## src/rtl/arm_decode_family.sv

```systemverilog
// Registered ARMv4 instruction-family decoder: one multi-hot bit per family, 1-cycle latency.
// Optional DECODE_PRIORITY_EN adds fam_hit / fam_id (highest-priority family index).
module arm_decode_family (
  input  logic        clk,
  input  logic        rst_n,
  input  logic        ir_valid,
  input  logic [31:0] ir,
  output logic [15:0] f,
`ifdef DECODE_PRIORITY_EN
  output logic        fam_hit,
  output logic [3:0]  fam_id,
`endif
  output logic        f_valid
);

  logic [15:0] dec;
  logic [15:0] f_d, f_q;
  logic        f_valid_d, f_valid_q;

  // Condition field ir[31:28] never enters any equation.
  always_comb begin
    dec     = '0;
    dec[0]  = (ir[27:25] == 3'b001);
    dec[1]  = (ir[27:25] == 3'b000) && !ir[4];
    dec[2]  = (ir[27:25] == 3'b000) && !ir[7] && ir[4];
    dec[3]  = (ir[27:22] == 6'b000000) && (ir[7:4] == 4'b1001);
    dec[4]  = (ir[27:23] == 5'b00001) && (ir[7:4] == 4'b1001);
    dec[5]  = (ir[27:23] == 5'b00010) && (ir[21:20] == 2'b00);
    dec[6]  = (ir[27:23] == 5'b00110) && (ir[21:20] == 2'b10);
    dec[7]  = (ir[27:23] == 5'b00010) && (ir[21:20] == 2'b10) && !ir[4];
    dec[8]  = (ir[27:25] == 3'b010);
    dec[9]  = (ir[27:25] == 3'b011) && !ir[4];
    dec[10] = (ir[27:25] == 3'b000) && ir[22] && ir[7] && ir[4];
    dec[11] = (ir[27:25] == 3'b000) && !ir[22] && ir[7] && ir[4];
    dec[12] = (ir[27:23] == 5'b00010) && (ir[21:20] == 2'b00) && (ir[7:4] == 4'b1001);
    dec[13] = (ir[27:25] == 3'b100);
    dec[14] = (ir[27:25] == 3'b101);
    dec[15] = (ir[27:25] == 3'b011) && ir[4];
  end

  // NOTE: every combinational output gets a default before any condition, so no latch is inferred.
  always_comb begin
    f_d       = f_q;
    f_valid_d = 1'b0;
    if (ir_valid) begin
      f_d       = dec;
      f_valid_d = 1'b1;
    end
  end

  // NOTE: state registers use non-blocking assignments so all flops update together at the edge.
  always_ff @(posedge clk or negedge rst_n) begin
    if (!rst_n) begin
      f_q       <= '0;
      f_valid_q <= 1'b0;
    end else begin
      f_q       <= f_d;
      f_valid_q <= f_valid_d;
    end
  end

  assign f       = f_q;
  assign f_valid = f_valid_q;

`ifdef DECODE_PRIORITY_EN
  localparam logic [3:0] PRIO [16] = '{4'd12, 4'd3, 4'd4, 4'd10, 4'd11, 4'd5, 4'd7, 4'd6,
                                       4'd2, 4'd1, 4'd0, 4'd8, 4'd9, 4'd15, 4'd13, 4'd14};
  logic       hit_d, hit_q;
  logic [3:0] id_d, id_q, id_dec;

  // Walk from lowest to highest priority so the highest set family is written last.
  always_comb begin
    id_dec = 4'd0;
    for (int i = 15; i >= 0; i--) begin
      if (dec[PRIO[i]]) id_dec = PRIO[i];
    end
  end

  always_comb begin
    hit_d = hit_q;
    id_d  = id_q;
    if (ir_valid) begin
      hit_d = |dec;
      id_d  = id_dec;
    end
  end

  always_ff @(posedge clk or negedge rst_n) begin
    if (!rst_n) begin
      hit_q <= 1'b0;
      id_q  <= 4'd0;
    end else begin
      hit_q <= hit_d;
      id_q  <= id_d;
    end
  end

  assign fam_hit = hit_q;
  assign fam_id  = id_q;
`endif

endmodule

```

## config.mk

```make
export PLATFORM = sky130hd
export DESIGN_NAME = arm_decode_family
export DESIGN_NICKNAME = d
export VERILOG_FILES = /design/src/rtl/arm_decode_family.sv
export SDC_FILE = /design/constraint.sdc
export NUM_CORES = 1
export LEC_CHECK = 0
export CAP_MARGIN = 20
export CORE_AREA = 2 2 41 59
export DETAILED_ROUTE_END_ITERATION = 12
export DIE_AREA = 0 0 43 61
export PLACE_DENSITY = 0.85
export SLEW_MARGIN = 20
export SYNTH_ARGS = -nofsm -noshare
export SYNTH_HDL_FRONTEND = slang
export SYNTH_SLANG_ARGS = --single-unit
```

## constraint.sdc

```tcl
create_clock -name clk -period 1.45 [get_ports clk]
set_clock_uncertainty 0.05 [all_clocks]
set_input_delay 0.3625 -clock clk [delete_from_list [all_inputs] [get_ports clk]]
set_output_delay 0.3625 -clock clk [all_outputs]
set_load 0.05 [all_outputs]
```

==> impl_metrics.toml <==
[run_status]
outcome = "complete, no violations"

[worst_setup_path]
arrival_ps = 1600
timing.rr.end = "f[3]"
startpoint_type = "primary input"
reg2reg_slack_ps = 490
path_buf_inv = 1
criticalPathCategory = "primary input to register"
cpMaxStageDelayCell = "or4b_4"
cpPeakStageDelay_ps = 510
r2r_cells = 2
worstPathMaxFanout = 2
reg2reg_from = "f[3]"
worstSetupEndpointType = "register"
crit_family = "simple AND/OR/NAND/NOR gates"
cp_cell_sequence = "clkdlybuf4s15_2, or4b_4, or3b_4, o2bb2ai_2"
worst-endpoint-required_ps = 1620

[flow_run]
maxCapViolCount = 0

[sta]
max_freq_mhz = 699.5
final_hold_viol_count = 0
rsz0062_at_grt = "no"
finalSetupViolations = 0
finalMaxSlewViolations = 0
tightest_slew_ps = 311.1
max_slew_margin = 0.7910
timing.final.crit_period_ps = 1430
whs_ps = 349.1
fin_crit_sh = 0.9859

[yosys]
synthArstFlopShare = 1.000
synth_seq_cells = 17
yosysSeqAreaShare = 0.6039
synth_edf_count = 0
syn_area_um2 = 704.4
yosysWarnings = 0
synthFlopType = "dfrtp_1"
synth_nets = 96
synth.distinct_cells = 25
syn_inst = 61
syn_avg_cell_area_um2 = 11.55

[power]
ir_drop_mv = 0.4253
seqPwrFrac = 0.521
internal-power_uw = 700.3
p_switching_uw = 258.0
p_comb_frac = 0.225
finalPower_uw = 958.3
switching_share = 0.2692
p_clk_frac = 0.254
power.density_nw_per_um2 = 719.8
p_leak_nw = 0.5857

[global_routing]
grt_max_degree = 18
track_usage = 0.1586
grt_pass1_vias = 711
grt_overflow_total = 0
grt_pass1_wl_um = 3125
antenna_found_initial = 0

[placed_design]
portBuffers = 31
dp_hpwl_um = 1449
gp_congestion = 0.8740

[detailed_routing]
vias = 665
wl_per_cell_um = 14.09
first_pass_iters = 4
drt_wl_total_um = 1803
viasPerCell = 5.195
drtIter0Drc = 11
drc = 0
drtAntennaViolNets = 0

[worst_hold_path]
hold_class = "primary input to asynchronous set/reset pin"

[final_layout]
post-route-util = 0.6333
most-common-layout-cells = "dfrtp_1 (17), buf_12 (17), buf_4 (12)"
antenna_cells = 0
nets = 142
drive_above_1_share = 0.3962
areaGrowthSynthToFinish_pct = 88.99
fillers = 172

[floorplanning]
coreArea_um2 = 2102
ioPinCount = 52
start_util = 0.3351
die_h_um = 61
num_rows = 20
chipWidth_um = 43
dieArea_um2 = 2623

[clock_tree]
clock_latency_ps = 280
cts_setup_buffers = 0
ctsHtreeMaxLevel = 1
clkSinkCount = 17
clock_path_buffers = 2
cts_root_buffer = "clkbuf_4"
path_clk_slew_ps = 100
cts_buffers = 3
cts_tree = "done"
hold_buffers = 0
-- per-layer routing --
| layer | track usage | share of wire | vias to the layer above |
|---|---|---|---|
| met5 | 0 | 0 | - |
| met3 | 0.02381 | 0.053 | 2 |
| met1 | 0.1815 | 0.39 | 327 |
| met4 | 0.06061 | 0.0067 | 0 |
| met2 | 0.2965 | 0.55 | 24 |
| li1 | - | - | 312 |
-- cell usage after synthesis, types with 2 or more instances --
library cell	count	share of area
dfrtp_1	17	0.60
inv_1	3	0.016
nand2_1	9	0.048
nand2b_1	2	0.018
nor2_1	3	0.016
o21ai_0	2	0.014
o2bb2ai_1	4	0.050
o31ai_1	3	0.032
o32ai_1	2	0.025
-- worst register-to-register path, cell delays in order (launching register included) --
cell and delay, ps:
dfrtp_1 410, and2b_2 200, a31o_2 200
-- worst max-delay path by stage --
stage,depth (start not counted),slack [ps],endpoint,start
global placement,4,-530,f[12],ir[27]
finish,4,20,f[12],ir[26]
CTS,4,6,f[12],ir[26]
global route,4,0.9,f[12],ir[26]
floorplan,4,-180,f[12],ir[27]
detailed placement,4,-570,f[12],ir[27]
-- registers in the layout, indices dropped and copies added (netlist names) --
signal / count
f: 16
f_valid: 1
-- power by group through the flow --
| stage | combinational [mW] | sequential (mW) | clock, mW |
|---|---|---|---|
| 3_5_place_dp | 0.215 | 0.509 | 0 |
| 2_1_floorplan | 0.0286 | 0.546 | 0 |
| 5_1_grt | 0.229 | 0.501 | 0.276 |
| 3_3_place_gp | 0.212 | 0.509 | 0 |
| 4_1_cts | 0.216 | 0.500 | 0.252 |
| 6_report | 0.215 | 0.500 | 0.244 |
-- final cells by class --
cell class / instances / area (µm²) / area share
inverters: 4 / 15.01 / 0.01128
clock buffers: 3 / 22.52 / 0.01692
well taps: 22 / 27.53 / 0.02068
repair buffers: 43 / 566.8 / 0.4258
multi-input cells: 38 / 269.0 / 0.2021
flip-flops and latches: 17 / 425.4 / 0.3195
clock inverters: 1 / 5.005 / 0.003759
-- what timing repair did --
action                                  CTS  global route
pin swaps                                 3             3
endpoints found under the setup margin   11             1
resized for setup                        12             2
-- through the flow --
step	area, µm²	setup TNS, ps	cells	setup slack [ps]
5_1_grt	1331	0	128	0.9173
3_3_place_gp	1294	-5571	124	-525.3
4_1_cts	1335	0	128	6.176
6_report	1331	0	128	20.46
3_5_place_dp	1294	-5893	124	-569.2
2_1_floorplan	704.4	-335.6	61	-180.6
-- kinds of logic (layout without fill, tap and decap cells) --
group | Yosys count | after routing | share of synthesized area
flip-flops | 17 | 17 | 0.6039
AO/OA/AOI/OAI | 16 | 16 | 0.1918
buffers and inverters | 6 | 51 | 0.03373
AND/OR/NAND/NOR | 22 | 22 | 0.1705
Power figures use the tool's default switching activity.
